<file path="config.mk">
export PLATFORM = sky130hd
export DESIGN_NAME = fifo_rr_merge
export DESIGN_NICKNAME = d
export VERILOG_FILES = /design/src/rtl/fifo_merge_pkg.sv /design/src/rtl/fifo_rr_merge_rr_pick.sv /design/src/rtl/fifo_rr_merge.sv
export SDC_FILE = /design/constraint.sdc
export NUM_CORES = 1
export LEC_CHECK = 0
export ABC_AREA = 1
export CORE_MARGIN = 4
export CORE_UTILIZATION = 35
export CTS_CLUSTER_DIAMETER = 50
export DETAILED_ROUTE_END_ITERATION = 8
export PLACE_DENSITY = 0.79
export SYNTH_ARGS = -nofsm -noshare
export SYNTH_HDL_FRONTEND = slang
export SYNTH_SLANG_ARGS = --single-unit
</file>
<file path="constraint.sdc">
create_clock -name clk -period 3.45 [get_ports clk]
set_input_delay 0.5175 -clock clk [delete_from_list [all_inputs] [get_ports clk]]
set_output_delay 0.5175 -clock clk [all_outputs]
set_load 0.05 [all_outputs]
</file>
<file path="src/rtl/fifo_merge_pkg.sv">
// fifo_merge_pkg: shared helpers for the FIFO round-robin merger family.
//   clog2_min1 : ceil(log2(v)), never below 1, so 1-entry vectors still get a bit.
//   out_width  : width of the merged output word. It includes the source tag
//                when FIFO_RR_MERGE_TAG_EN is defined.
//   grant_idx_t: grant index wide enough for the largest supported fan-in (16).
package fifo_merge_pkg;

  localparam int MAX_INPUTS = 16;

  typedef logic [3:0] grant_idx_t;

  function automatic int clog2_min1(input int v);
    return (v <= 2) ? 1 : $clog2(v);
  endfunction

  function automatic int out_width(input int data_w, input int idx_w);
`ifdef FIFO_RR_MERGE_TAG_EN
    return data_w + idx_w;
`else
    return data_w + 0 * idx_w;
`endif
  endfunction

endpackage

</file>
<file path="src/rtl/fifo_rr_merge_rr_pick.sv">
// rr_pick: combinational rotate-priority picker.
//   req_i   : request vector
//   start_i : index that has the highest priority; priority then wraps upward
//   gnt_o   : one-hot grant, or zero when there is no request
//   vld_o   : at least one request was granted
module rr_pick
  import fifo_merge_pkg::*;
#(
  parameter int N  = 4,
  parameter int IW = clog2_min1(N)
) (
  input  logic [N-1:0]  req_i,
  input  logic [IW-1:0] start_i,
  output logic [N-1:0]  gnt_o,
  output logic          vld_o
);

  always_comb begin
    gnt_o = '0;
    vld_o = 1'b0;
    for (int k = 0; k < N; k++) begin
      int idx;
      idx = int'(start_i) + k;
      if (idx >= N) idx = idx - N;
      if (!vld_o && req_i[idx]) begin
        gnt_o[idx] = 1'b1;
        vld_o      = 1'b1;
      end
    end
  end

endmodule

</file>
<file path="src/rtl/fifo_rr_merge.sv">
// fifo_rr_merge: merges NUM_IN FWFT FIFO read ports into one downstream FIFO
// write port. Arbitration is round-robin with bounded burst locking, so a
// granted input keeps the grant for up to BURST_LEN consecutive words. The
// output register sustains one word per cycle, with 1-cycle latency.
//   clk, reset  : clock; asynchronous active-high reset
//   in_empty_n  : per-input not-empty
//   in_read     : per-input read strobe (one-hot or zero)
//   in_dout     : packed input data, input i at [i*DATA_WIDTH +: DATA_WIDTH]
//   out_full_n  : downstream not-full
//   out_write   : downstream write strobe
//   out_din     : output word, {source index, data} when FIFO_RR_MERGE_TAG_EN is defined
//   cur_grant   : index of the last granted input
// Optional feature macro: FIFO_RR_MERGE_TAG_EN.
module fifo_rr_merge
  import fifo_merge_pkg::*;
#(
  parameter int NUM_IN     = 4,
  parameter int DATA_WIDTH = 32,
  parameter int BURST_LEN  = 4,
  parameter int IDX_WIDTH  = clog2_min1(NUM_IN),
  localparam int OUT_WIDTH = out_width(DATA_WIDTH, IDX_WIDTH)
) (
  input  logic                         clk,
  input  logic                         reset,
  input  logic [NUM_IN-1:0]            in_empty_n,
  output logic [NUM_IN-1:0]            in_read,
  input  logic [NUM_IN*DATA_WIDTH-1:0] in_dout,
  input  logic                         out_full_n,
  output logic                         out_write,
  output logic [OUT_WIDTH-1:0]         out_din,
  output logic [IDX_WIDTH-1:0]         cur_grant
);

  localparam int CNT_W = clog2_min1(BURST_LEN);

  logic                  out_valid_q, out_valid_d;
  logic [DATA_WIDTH-1:0] out_data_q,  out_data_d;
  logic [IDX_WIDTH-1:0]  cur_grant_q, cur_grant_d;
  logic [CNT_W-1:0]      burst_cnt_q, burst_cnt_d;
  // Set when the previous accepting cycle moved a word from cur_grant. A stall
  // leaves it untouched, so a burst resumes where it stopped.
  logic                  last_xfer_q, last_xfer_d;

  logic                  accept, hold, sel_vld;
  logic [IDX_WIDTH-1:0]  start_idx, pick_idx, sel_idx;
  logic [NUM_IN-1:0]     pick_gnt;
  logic                  pick_vld;

  assign accept = !out_valid_q || out_full_n;

  // With BURST_LEN=1 the compare is never true, and the hold path folds away.
  assign hold = last_xfer_q && in_empty_n[cur_grant_q] &&
                (int'(burst_cnt_q) < BURST_LEN - 1);

  // Rotation starts just after the current grant, so cur_grant is searched last.
  assign start_idx = (cur_grant_q == IDX_WIDTH'(NUM_IN - 1)) ? '0
                                                             : cur_grant_q + IDX_WIDTH'(1);

  rr_pick #(.N(NUM_IN), .IW(IDX_WIDTH)) u_pick (
    .req_i   (in_empty_n),
    .start_i (start_idx),
    .gnt_o   (pick_gnt),
    .vld_o   (pick_vld)
  );

  always_comb begin
    pick_idx = '0;
    for (int i = 0; i < NUM_IN; i++)
      if (pick_gnt[i]) pick_idx = IDX_WIDTH'(i);
  end

  assign sel_idx = hold ? cur_grant_q : pick_idx;
  // Reset gates the read strobe, so no word is popped while the block is held.
  assign sel_vld = accept && !reset && (hold || pick_vld);
  assign in_read = sel_vld ? (NUM_IN'(1) << sel_idx) : '0;

  always_comb begin
    out_valid_d = out_valid_q;
    out_data_d  = out_data_q;
    cur_grant_d = cur_grant_q;
    burst_cnt_d = burst_cnt_q;
    last_xfer_d = last_xfer_q;
    if (accept) begin
      if (sel_vld) begin
        out_valid_d = 1'b1;
        out_data_d  = in_dout[sel_idx*DATA_WIDTH +: DATA_WIDTH];
        cur_grant_d = sel_idx;
        burst_cnt_d = hold ? burst_cnt_q + CNT_W'(1) : '0;
        last_xfer_d = 1'b1;
      end else begin
        out_valid_d = 1'b0;
        last_xfer_d = 1'b0;
      end
    end
  end

  always_ff @(posedge clk or posedge reset) begin
    if (reset) begin
      out_valid_q <= 1'b0;
      out_data_q  <= '0;
      cur_grant_q <= '0;
      burst_cnt_q <= '0;
      last_xfer_q <= 1'b0;
    end else begin
      out_valid_q <= out_valid_d;
      out_data_q  <= out_data_d;
      cur_grant_q <= cur_grant_d;
      burst_cnt_q <= burst_cnt_d;
      last_xfer_q <= last_xfer_d;
    end
  end

`ifdef FIFO_RR_MERGE_TAG_EN
  logic [IDX_WIDTH-1:0] tag_q, tag_d;

  assign tag_d = (accept && sel_vld) ? sel_idx : tag_q;

  always_ff @(posedge clk or posedge reset) begin
    if (reset) tag_q <= '0;
    else       tag_q <= tag_d;
  end

  assign out_din = {tag_q, out_data_q};
`else
  assign out_din = out_data_q;
`endif

  assign out_write = out_valid_q;
  assign cur_grant = cur_grant_q;

endmodule
</file>
==> results_tabular.tex <==
\begin{tabular}{lr}
\hline
Metric & Value \\
\hline
\multicolumn{2}{l}{\textbf{Worst setup path}} \\
Critical-path cell with the highest stage delay & sky130\_fd\_sc\_hd\_\_dfrtp\_2 \\
Max incr delay on CP & 450 ps \\
Chain of cells forming the critical path & inv\_4 -> ha\_1 -> inv\_1 -> nand3\_2 -> nand2\_2 -> nand2\_4 -> nor2\_4 -> nand2\_1 -> nand2\_1 -> nor2\_1 -> nand2\_2 -> nand2\_4 -> nand2\_4 -> inv\_1 -> nor3\_4 -> buf\_12 \\
Kind of critical path & flip-flop to output port \\
WP data required & 2930 ps \\
Maximum fanout along the worst path & 10 \\
Critical Path End Type & output port \\
Category of the worst setup path launch point & flip-flop \\
Data arrival time of the critical path & roughly 2700 ps \\
Critical Path Most Common Cell & sky130\_fd\_sc\_hd\_\_nand2\_4 \\
\multicolumn{2}{l}{\textbf{Final layout}} \\
Non-filler instance count after layout & 832 \\
Area Growth Syn to Fin & 59.5\% \\
Total inserted antenna cells & 0 \\
Fraction of layout instances using a drive strength above 1 & 7.32\% \\
Layout Nets & 867 \\
\multicolumn{2}{l}{\textbf{Synth}} \\
Flip-flop cell with the highest count after synthesis & sky130\_fd\_sc\_hd\_\_dfrtp\_1 \\
Synth cell types & 24 \\
Number of instances in the synthesized netlist & 565 \\
Top post-synthesis cells by count & 351 x sky130\_fd\_sc\_hd\_\_nand2\_1, 81 x sky130\_fd\_sc\_hd\_\_nand3\_1, 37 x sky130\_fd\_sc\_hd\_\_dfrtp\_1, 15 x sky130\_fd\_sc\_hd\_\_inv\_1, 12 x sky130\_fd\_sc\_hd\_\_buf\_2 \\
Area contributors post-synth & sky130\_fd\_sc\_hd\_\_nand2\_1 41\%, sky130\_fd\_sc\_hd\_\_dfrtp\_1 29\%, sky130\_fd\_sc\_hd\_\_nand3\_1 12\% \\
Count leader, synth & sky130\_fd\_sc\_hd\_\_nand2\_1 \\
Flops \& latches, synth & 37 \\
Fraction of post-synthesis cell area in the top cell type by area & 40.6\% \\
Compound-gate portion of the synthesized area & $\sim$1.0\% \\
Async set or reset register ratio after synthesis & 100\% \\
Nets in the synthesized netlist & 708 \\
Number of enable-type register cells in the synthesized netlist & 0 \\
Leading area contributor after synthesis & sky130\_fd\_sc\_hd\_\_nand2\_1 \\
Fraction of synthesized area in multiplexers & 0\% \\
Post-synthesis instance area & 3250 um\^{}2 \\
Post-synthesis simple-gate area fraction & 58.6\% \\
Portion of the post-synthesis area used by sequential elements & approximately 29\% \\
Adder-cell share of the synthesized area & 3.08\% \\
Largest family of logic cells by synthesized area & simple AND/OR/NAND/NOR gates \\
Yosys Warn Count & 0 \\
Mapped Avg Cell Area & 5.74 um\^{}2 \\
Fraction of synthesized cell area in xor and xnor cells & 0\% \\
\multicolumn{2}{l}{\textbf{Die}} \\
Number of placement rows & 34 \\
Width of the chip & 104 um \\
Full die area & 10900 um\^{}2 \\
Vertical die dimension & 104 um \\
Starting density of the core & 36.5\% \\
CORE AREA & 8890 um\^{}2 \\
Number of ports placed on the die boundary & between 150 and 200 \\
\multicolumn{2}{l}{\textbf{Timing}} \\
Least-Margin Pin Slew & 663 ps \\
Max\_slew headroom & 55.8\% \\
Setup violators final & 0 \\
Final-report max-slew violation count & 0 \\
Unrepaired setup endpoints after global routing & false \\
Fraction of the cycle the final worst path needs & around 94\% \\
Setup TNS Final & 0 ps \\
Achievable clock frequency & 308 MHz \\
Post-layout minimum cycle time & approximately 3200 ps \\
Final hold viol count & 0 \\
Layout Skew & 3.91 ps \\
\multicolumn{2}{l}{\textbf{Global routing}} \\
Total overflow reported by the global router & 0 \\
Via count of the first global-routing pass & a little under 4k \\
Antenna violations before repair & 0 \\
Pin count of the biggest net entering global routing & 65 \\
Global-route usage over all layers & 20.1\% \\
Wire length of the first global-routing pass & 18.6 mm \\
\multicolumn{2}{l}{\textbf{Routing}} \\
Initial DRT Pass Iterations & 4 \\
DRC violation total after the first TritonRoute iteration & 161 \\
WL per Instance & 13.4 um \\
Final routed DRC violation total & 0 \\
Vias & 4070 \\
Vias per cell & between 4 and 5 \\
ANT nets after route & 0 \\
Final Routed Wirelength & between 10 and 15 mm \\
\multicolumn{2}{l}{\textbf{CTS}} \\
Number of buffers on the longest clock path & 2 \\
Clock tree from TritonCTS & built \\
Quantity of hold-fixing buffers added after cts & 0 \\
Insertion delay to the later sink of the worst-skew pair & 280 ps \\
Clock input transition at the sequential cells of the worst setup and hold paths & 70 ps \\
Number of buffers added by the clock tree synthesis step & 5 \\
CTS root buf & sky130\_fd\_sc\_hd\_\_clkbuf\_8 \\
CTS HTree Levels & 2 \\
Num Clock Sinks & 37 \\
\multicolumn{2}{l}{\textbf{Hold path}} \\
Hold/Removal Path Class & flip-flop to flip-flop \\
\multicolumn{2}{l}{\textbf{Job}} \\
Maximum Capacitance Violations & 0 \\
\multicolumn{2}{l}{\textbf{Placement}} \\
Total of buffers placed on input and output ports & 173 \\
Estimated wirelength of the detail-placed design & 8.56 mm \\
Weighted congestion reported at the end of routability-driven placement & 0.849 \\
Placed Instances & 823 \\
\multicolumn{2}{l}{\textbf{Run status}} \\
Status & completed \\
\hline
\end{tabular}
-- layout make-up --
cell class | count | area [um^2]
sequential | 37 | 928
fill | 849 | 3710
clock buffer | 7 | 86.3
multi-input combinational | 473 | 2100
inverter | 21 | 85.1
timing repair buffer | 186 | 1840
tap | 108 | 135
-- layout by cell type (no fill, tap or decap), types with 2 or more instances in the layout --
master                            synthesis  layout
sky130_fd_sc_hd__clkdlybuf4s50_1          0     169
sky130_fd_sc_hd__nand3_2                  2       2
sky130_fd_sc_hd__buf_12                   0       2
sky130_fd_sc_hd__nand3_1                 81      81
sky130_fd_sc_hd__nor3_4                   0       4
sky130_fd_sc_hd__nor2_2                   2       2
sky130_fd_sc_hd__clkbuf_8                 0       6
sky130_fd_sc_hd__buf_4                    3      15
sky130_fd_sc_hd__nor2_1                   6       6
sky130_fd_sc_hd__o21ai_0                  4       4
sky130_fd_sc_hd__nand2_2                  7       8
sky130_fd_sc_hd__dfrtp_1                 37      35
sky130_fd_sc_hd__nand2_1                351     350
sky130_fd_sc_hd__dfrtp_2                  0       2
sky130_fd_sc_hd__inv_2                    5       5
sky130_fd_sc_hd__inv_1                   15      13
sky130_fd_sc_hd__ha_1                     8       8
sky130_fd_sc_hd__nand2_4                  3       3
-- repair_timing --
action,in CTS,in global routing
setup buffers,0,2
resized for setup,0,3
endpoints found under the setup margin,0,4
-- stage by stage --
| step | setup WS, ps | util (%) | cell area (um^2) | hold WS [ps] |
|---|---|---|---|---|
| 6_report | 202 | 58.2 | 5180 | 477 |
| 5_1_grt | 4.95 | 58.2 | 5180 | 500 |
| 3_5_place_dp | 384 | 57.0 | 5070 | 464 |
| 2_1_floorplan | 0.271 | - | 3300 | 453 |
| 4_1_cts | 96.8 | 58.0 | 5160 | 484 |
| 3_3_place_gp | 523 | 57.0 | 5070 | 460 |
-- logic make-up after synthesis --
group | count (synthesis)
buffers and inverters | 55
AOI/OAI and AO/OA | 6
and+or+nand+nor | 459
DFF | 37
adders and majority gates | 8
-- sequential cells by signal, indices dropped and copies added (netlist names) --
register	cells
out_din	32
last_xfer_q	1
burst_cnt_q	2
cur_grant	2
-- routing by layer --
| metal | wire length, um | GRT usage, % | part of all wire, % | vias up |
|---|---|---|---|---|
| li1 | - | - | - | 2064 |
| met1 | 4470 | 24.2 | 40 | 1817 |
| met2 | 5570 | 34.9 | 50 | 173 |
| met3 | 906 | 5.52 | 8.1 | 16 |
| met4 | 175 | 6.27 | 1.6 | 0 |
| met5 | 0 | 0 | 0 | - |
-- critical path: cells and delay by family (launching register included) --
family	cells	cell delay, ps
flip-flops	1	450
AND/OR/NAND/NOR	11	1170
adder cells (fa/ha/maj)	1	290
buffers and inverters	4	530
-- worst paths after layout --
| path | from | endpoint | slack, ps | cells after the start |
|---|---|---|---|---|
| setup / recovery | cur_grant[0] | in_read[2] | 200 | 16 |
| hold / removal | out_din[29] | out_din[29] | 480 | 2 |
| setup reg to reg | cur_grant[0] | out_din[12] | 590 | 18 |
| hold reg to reg | out_din[29] | out_din[29] | 480 | 2 |
| max in group asynchronous | reset | cur_grant[1] | 2360 | 3 |
| min in group asynchronous | reset | out_din[31] | 740 | 3 |
Power is not shown: default switching activity piles up to over one toggle a cycle in this logic, so the estimate is an artifact.
